## src/rtl/writeback_unit.sv

```systemverilog
// Register file write-port initiator: merges ALU and buffered LSU results into
// one registered write per cycle and maintains the per-register pending scoreboard.
module writeback_unit #(
  parameter int unsigned ADDR_WIDTH = 5,
  parameter int unsigned DATA_WIDTH = 32,
  parameter int unsigned DEPTH      = 4
) (
  input  logic                        clk,
  input  logic                        rst_n,
  input  logic                        iss_valid,
  input  logic [ADDR_WIDTH-1:0]       iss_rd,
  input  logic                        alu_valid,
  input  logic [ADDR_WIDTH-1:0]       alu_rd,
  input  logic [DATA_WIDTH-1:0]       alu_data,
  input  logic                        lsu_valid,
  output logic                        lsu_ready,
  input  logic [ADDR_WIDTH-1:0]       lsu_rd,
  input  logic [DATA_WIDTH-1:0]       lsu_data,
  output logic                        rf_wen,
  output logic [ADDR_WIDTH-1:0]       rf_rd,
  output logic [DATA_WIDTH-1:0]       rf_data,
  output logic [(2**ADDR_WIDTH)-1:0]  pending,
  output logic [$clog2(DEPTH):0]      fifo_count
);

  localparam int unsigned NREG  = 2 ** ADDR_WIDTH;
  localparam int unsigned PTR_W = $clog2(DEPTH);
  localparam int unsigned CNT_W = PTR_W + 1;

  logic [ADDR_WIDTH-1:0] mem_rd   [DEPTH];
  logic [DATA_WIDTH-1:0] mem_data [DEPTH];
  logic [PTR_W-1:0]      wr_ptr;
  logic [PTR_W-1:0]      rd_ptr;

  logic                  full;
  logic                  empty;
  logic                  enq;
  logic                  deq;
  logic                  sel_valid;
  logic [ADDR_WIDTH-1:0] sel_rd;
  logic [DATA_WIDTH-1:0] sel_data;
  logic [NREG-1:0]       pending_next;

  assign full      = (fifo_count == CNT_W'(DEPTH));
  assign empty     = (fifo_count == '0);
  assign lsu_ready = !full;
  assign enq       = lsu_valid && !full;
  // The ALU has priority; the FIFO head only drains on ALU-idle cycles.
  assign deq       = !alu_valid && !empty;
  assign sel_valid = alu_valid || !empty;
  assign sel_rd    = alu_valid ? alu_rd   : mem_rd[rd_ptr];
  assign sel_data  = alu_valid ? alu_data : mem_data[rd_ptr];

  // FIFO storage; contents are don't-care until written.
  always_ff @(posedge clk) begin
    if (enq) begin
      mem_rd[wr_ptr]   <= lsu_rd;
      mem_data[wr_ptr] <= lsu_data;
    end
  end

  always_ff @(posedge clk or negedge rst_n) begin
    if (!rst_n) begin
      wr_ptr     <= '0;
      rd_ptr     <= '0;
      fifo_count <= '0;
    end else begin
      if (enq) wr_ptr <= wr_ptr + PTR_W'(1);
      if (deq) rd_ptr <= rd_ptr + PTR_W'(1);
      case ({enq, deq})
        2'b10:   fifo_count <= fifo_count + CNT_W'(1);
        2'b01:   fifo_count <= fifo_count - CNT_W'(1);
        default: fifo_count <= fifo_count;
      endcase
    end
  end

  // Registered write port; x0 writes consume the slot but never assert wen.
  always_ff @(posedge clk or negedge rst_n) begin
    if (!rst_n) begin
      rf_wen  <= 1'b0;
      rf_rd   <= '0;
      rf_data <= '0;
    end else begin
      rf_wen <= sel_valid && (sel_rd != '0);
      if (sel_valid) begin
        rf_rd   <= sel_rd;
        rf_data <= sel_data;
      end
    end
  end

  // Clear on commit, then set on issue so a same-edge set wins.
  always_comb begin
    pending_next = pending;
    if (rf_wen)    pending_next[rf_rd]  = 1'b0;
    if (iss_valid) pending_next[iss_rd] = 1'b1;
    pending_next[0] = 1'b0;
  end

  always_ff @(posedge clk or negedge rst_n) begin
    if (!rst_n) pending <= '0;
    else        pending <= pending_next;
  end

endmodule

```

## config.mk

```make
export PLATFORM = sky130hd
export DESIGN_NAME = writeback_unit
export DESIGN_NICKNAME = d
export VERILOG_FILES = /design/src/rtl/writeback_unit.sv
export SDC_FILE = /design/constraint.sdc
export NUM_CORES = 1
export LEC_CHECK = 0
export ABC_AREA = 1
export BUFFER_PORTS_ARGS = -buffer_cell sky130_fd_sc_hd__buf_2
export CAP_MARGIN = 20
export CORE_MARGIN = 2
export CORE_UTILIZATION = 35
export DETAILED_ROUTE_END_ITERATION = 16
export PLACE_DENSITY_LB_ADDON = 0.12
export SLEW_MARGIN = 25
export SYNTH_ARGS = -nofsm -noshare
export SYNTH_HDL_FRONTEND = slang
export SYNTH_SLANG_ARGS = --single-unit
export TNS_END_PERCENT = 20
```

## constraint.sdc

```tcl
create_clock -name clk -period 8 [get_ports clk]
set_input_delay 0.4 -clock clk [delete_from_list [all_inputs] [get_ports clk]]
set_output_delay 0.4 -clock clk [all_outputs]
set_load 0.01 [all_outputs]
```

# --- After elaboration in Yosys (flattened, before gate mapping) ---
# Memories as Yosys holds them, arrays and structs flattened.
# Index checks and enable logic that the tools add are counted.
classes:
  eq_ne: 3
  add_sub_neg: 4
  mux: 11
  order_cmp: 4
  n_bitwise: 3
  n_reduce_logical: 12
ops:
  columns: ["operator", "n"]
  rows:
  - ["$mux W32", 3]
  - ["$and A32 B32 Y32", 1]
  - ["$not A32 Y32", 1]
  - ["$or A32 B32 Y32", 1]
  - ["$lt A5 B6 Y1 const B", 2]
  - ["$demux W1 S5", 2]
  - ["$ge A5 B1 Y1 const B", 2]
  - ["$pmux W3 S2", 1]
  - ["$logic_and A1 B1 Y1", 5]
  - ["$mux W5", 1]
  - ["$reduce_bool A5 Y1", 1]
  - ["$add A2 B1 Y2 const B", 2]
  - ["$mux W1", 4]
  - ["$add A3 B1 Y3 const B", 1]
  - ["$eq A3 B3 Y1 const B", 1]
  - ["$logic_not A1 Y1", 3]
  - ["$logic_not A3 Y1", 1]
  - ["$sub A3 B1 Y3 const B", 1]
  - ["$eq A2 B1 Y1 const B", 1]
  - ["$eq A2 B2 Y1 const B", 1]
  - ["$reduce_bool A2 Y1", 1]
  - ["$logic_or A1 B1 Y1", 1]
totals:
  ram_bits: 148
  output_inout_bits: 74
  mem_count: 2
  word_cells: 46
  reg_bits: 76
mem_list:
  columns: ["memory", "words", "word_bits", "rd", "rd_ports_with_merged_regs", "wr", "line_no", "text"]
  rows:
  - ["mem_data", 4, 32, 1, 0, 1, "31", "logic [DATA_WIDTH-1:0] mem_data [DEPTH];"]
  - ["mem_rd", 4, 5, 1, 0, 1, "30", "logic [ADDR_WIDTH-1:0] mem_rd [DEPTH];"]

# --- Logic depth before layout (Yosys ltp) ---
logic_depth:
  depth_word: 9
  ltp_mapped: 11
  ltp_nobuf: 10

# --- Worst setup path after synthesis ---
# No wires, ideal clock.
synth_path:
  path_kind: "register to register"
  from: "register fifo_count[0]"
  to: "memory mem_data[0][0], enable pin"
  t_arrival_ns: 2.377
  slack_ns: 5.192
  path_buffers: 0
  required_time_ns: 7.569
  path_stages_with_launch: 5
  setup_time_ns: 0.431
  period_less_slack_ns: 2.808
  cell_sequence: "dfrtp_1 nor2_1 nand2_1 nand2_1 nor2_1"
synth_via:
  elab_chain_cells: 5
synth_lines:
  columns: ["element", "line_no", "text"]
  rows:
  - ["from (decl)", "23", "output logic [$clog2(DEPTH):0] fifo_count"]
  - ["from (signal assigned)", "71", "2'b10: fifo_count <= fifo_count + CNT_W'(1);"]
  - ["from (signal assigned)", "72", "2'b01: fifo_count <= fifo_count - CNT_W'(1);"]
  - ["from (signal assigned)", "73", "default: fifo_count <= fifo_count;"]
  - ["$eq A3 B3 Y1", "44", "assign full = (fifo_count == CNT_W'(DEPTH));"]
  - ["$logic_not A1 Y1", null, null]
  - ["named net lsu_ready", "16", "output logic lsu_ready,"]
  - ["$logic_and A1 B1 Y1", "47", "assign enq = lsu_valid && !full;"]
  - ["$mux W1", "56", "if (enq) begin"]
  - ["$mux W1 (not written as such)", "58", "mem_data[wr_ptr] <= lsu_data;"]
  - ["to (decl)", "31", null]
# The timed path passes the listed nets, and every way through them passes these cells.

# --- Final worst setup path ---
layout_path:
  from: "register rd_ptr[0]"
  to: "register rf_wen"
layout_via:
  elab_chain_cells: 4
layout_lines:
  columns: ["element", "line_no", "text"]
  rows:
  - ["from (decl)", "33", "logic [PTR_W-1:0] rd_ptr;"]
  - ["from (signal assigned)", "69", "if (deq) rd_ptr <= rd_ptr + PTR_W'(1);"]
  - ["$mem_v2 Z4 W5", null, null]
  - ["$mux W5", "51", "assign sel_rd = alu_valid ? alu_rd : mem_rd[rd_ptr];"]
  - ["$reduce_bool A5 Y1", "85", "rf_wen <= sel_valid && (sel_rd != '0);"]
  - ["$logic_and A1 B1 Y1", "85", null]
  - ["to (signal assigned)", "85", null]
  - ["to (decl)", "19", "output logic rf_wen,"]
# Every way passes these cells.
# A chain may end at the register's enable or synchronous reset.

==> reports/metrics.yaml <==
run_status:
  status: "finished clean"
global_routing:
  grt_pass1_wl_um: 34200
  grt_pass1_vias: 5847
  antenna_found_initial: 4
  track_usage_pct: 16.5
  grt_start_max_net_pins: 77
  gr-total-overflow: 0
hold_path:
  holdPathStages: 1
  hp-class: "in -> reg"
  whs_endpoint: "mem_data[1][4]"
  holdCritStartpoint: "lsu_data[4]"
timing:
  rsz0062_at_grt: "false"
  min_period_ns: 2.39
  finalSetupViolations: 0
  tightest_slew_ns: 0.870
  drv_slew: 0
  finalCritPeriodShare_pct: 29.8
  max_clock_freq_mhz: 419
  tns_ns: 0
  finalHoldViolations: 0
  fin_worst_skew_ns: 0.0135
  max_slew_margin_pct: 42.0
job:
  cap_violations: 0
cts:
  clockBufferDepth: 3
  htree_levels: 1
  cts_tree: "done"
  insertion_delay_ns: 0.52
  clk_pin_slew_ns: 0.06
  cts_buffers: 26
  root_buffer: "clkbuf_16"
  cts_sinks: 224
setup_path:
  path_max_fanout: 76
  worstPathArrival_ns: 2.77
  r2r-start: "rd_ptr[0]"
  r2r_end: "rf_wen"
  end_kind: "flip-flop"
  cp_data_required_time_ns: 8.38
  r2r_slack_ns: 5.61
  critPathLaunchType: "flip-flop"
  critPathKind: "reg -> reg"
  rr_worst_depth: 10
yosys:
  muxShareOfSynthArea_pct: 0
  synth_cell_types: 28
  synth_fp_nets: 858
  synth_compound_area_share_pct: 13.4
  yosys_warnings: 0
  synth_seq_cells: 224
  synth_fa_ha_area_share_pct: 0.917
  ys_seq_area_share_pct: 70.5
  avgSynthCellArea_sq_um: 11.7
  synth-simple-area-share_pct: 10.4
  netlist_area_sq_mm: 0.00900
  yosys.area_share.xor_xnor_pct: 0.389
  synth_cells: 768
  synth_top_family_by_area: "compound AO/OA/AOI/OAI gates"
finish:
  fin_cells: 1274
  finalNetCount: 1013
  layout-drive-gt1-share_pct: 25.2
  layout_common_cells: "buf_2 (155), edfxtp_1 (148), o21ai_0 (114), nor2_1 (102), o21ai_1 (84)"
  fin_util_pct: 43.5
  final_common_cell: "buf_2"
  area_growth_pct: 22.0
floorplan:
  core_area_sq_mm: 0.0253
  start_util_pct: 35.7
  num_io_pins: 158
  dieWidth_um: 164
  die-area_sq_mm: 0.0270
  die_h_um: 164
  rows: 58
placed_design:
  portBuffers: 156
  place_inst: 1224
  place_congestion: 0.780
  dp.final_hpwl_um: 13400
route:
  firstDrtPassIters: 4
  wire_per_inst_um: 17.6
  num_vias: 6179
  vias_per_cell: 4.85
  wl_um: 22500
  ant_nets: 0
  drc: 0
  drt_iter0_markers: 391
power:
  vdd_ir_drop_max_mv: 0.167
  p_leak_nw: 4.30
  powerDensity_mw_per_mm2: 389
report_power, final:
group	switching (W)	internal (W)	leakage, nW
clock network	0.000452	0.000764	0.455
logic	0.000840	0.000429	1.61
registers	0.000188	0.00160	2.23
through the flow:
step	hold WS, ns	total power (W)	worst slack [ns]	cell area, sq um
finish	0.0903	0.00427	5.61	11000
global route	0.0814	0.00455	5.34	11000
CTS	0.0703	0.00432	5.54	11000
detailed placement	0.422	0.00310	5.08	10100
global placement	0.418	0.00309	5.11	10100
floorplan	0.104	0.00260	5.19	9000
state kept, by name (all words and copies together), names as in the netlist:
name        cells
mem_data      128
fifo_count      3
mem_rd         20
wr_ptr          2
pending        31
rf_data        32
rf_wen          1
rf_rd           5
rd_ptr          2
worst max-delay path, cell delays in order, from the launching register on:
cell and delay [ns]:
dfrtp_2 0.39, buf_4 0.35, inv_2 0.11, buf_4 0.67, nand2_1 0.11, nand3_1 0.11, nand3_1 0.09, o21ai_1 0.16
nand2_1 0.09, nor2_2 0.10, nor2_1 0.04
layer usage:
layer  share of wire [%]  GRT usage [%]  wire length (um)  vias to the layer above
met4                 2.4           4.15               533                        4
met3                 5.8           3.29              1300                       38
met1                  47           23.3             10500                     2939
met5               0.093              0                21                        -
li1                    -              -                 -                     3028
met2                  45           26.4             10100                      170
synth_stat cells:
cell type,n,area [sq um]
xnor2_1,1,8.76
nor2_4,1,11.3
nor2_2,1,6.26
o21ai_1,84,420
nor2_1,106,398
fa_1,1,20.0
or2_2,3,18.8
edfxtp_1,148,4440
o21ai_0,114,571
buf_2,18,90.1
ha_1,5,62.6
clkbuf_1,7,26.3
conb_1,1,3.75
o22ai_1,32,200
buf_8,1,15.0
buf_4,9,67.6
buf_1,2,7.51
xor2_1,3,26.3
dfrtp_1,76,1900
inv_2,4,15.0
nand2_2,5,31.3
o21ai_2,1,8.76
a21oi_1,2,10.0
nand3_1,31,155
inv_1,39,146
nand2_1,63,236
nand3_2,8,80.1
buf_6,2,22.5
kinds of logic (layout without fill, tap and decap cells):
group | count (synthesis) | in the layout
adders and majority gates | 6 | 6
xor gates and xnor gates | 4 | 4
DFF | 224 | 224
and+or+nand+nor | 218 | 218
AOI/OAI and AO/OA | 233 | 233
other | 1 | 2
buffers and inverters | 82 | 257
worst max path at each step:
stage	start	to	depth (start not counted)
2_1_floorplan	fifo_count[0]	mem_data[0][0]	4
3_3_place_gp	alu_valid	fifo_count[2]	11
3_5_place_dp	alu_valid	fifo_count[2]	11
4_1_cts	rd_ptr[1]	rf_wen	7
5_1_grt	rd_ptr[0]	rf_wen	10
6_report	rd_ptr[0]	rf_wen	10
timing repair:
item | in CTS | in global routing
hold buffers | 1 | 0
resized for setup | 0 | 0
setup buffers | 0 | 0
endpoints found under the hold margin | 37 | 0
cell type report:
class / count / area, sq um
Antenna cell: 1 / 2.50
Timing Repair Buffer: 166 / 861
Inverter: 43 / 161
Clock buffer: 36 / 769
Multi-Input combinational cell: 462 / 2300
Sequential cell: 224 / 6350
Tap cell: 330 / 413
Fill cell: 2397 / 14300
Clock inverter: 12 / 134
No activity file was read; power rests on OpenSTA's default activity.
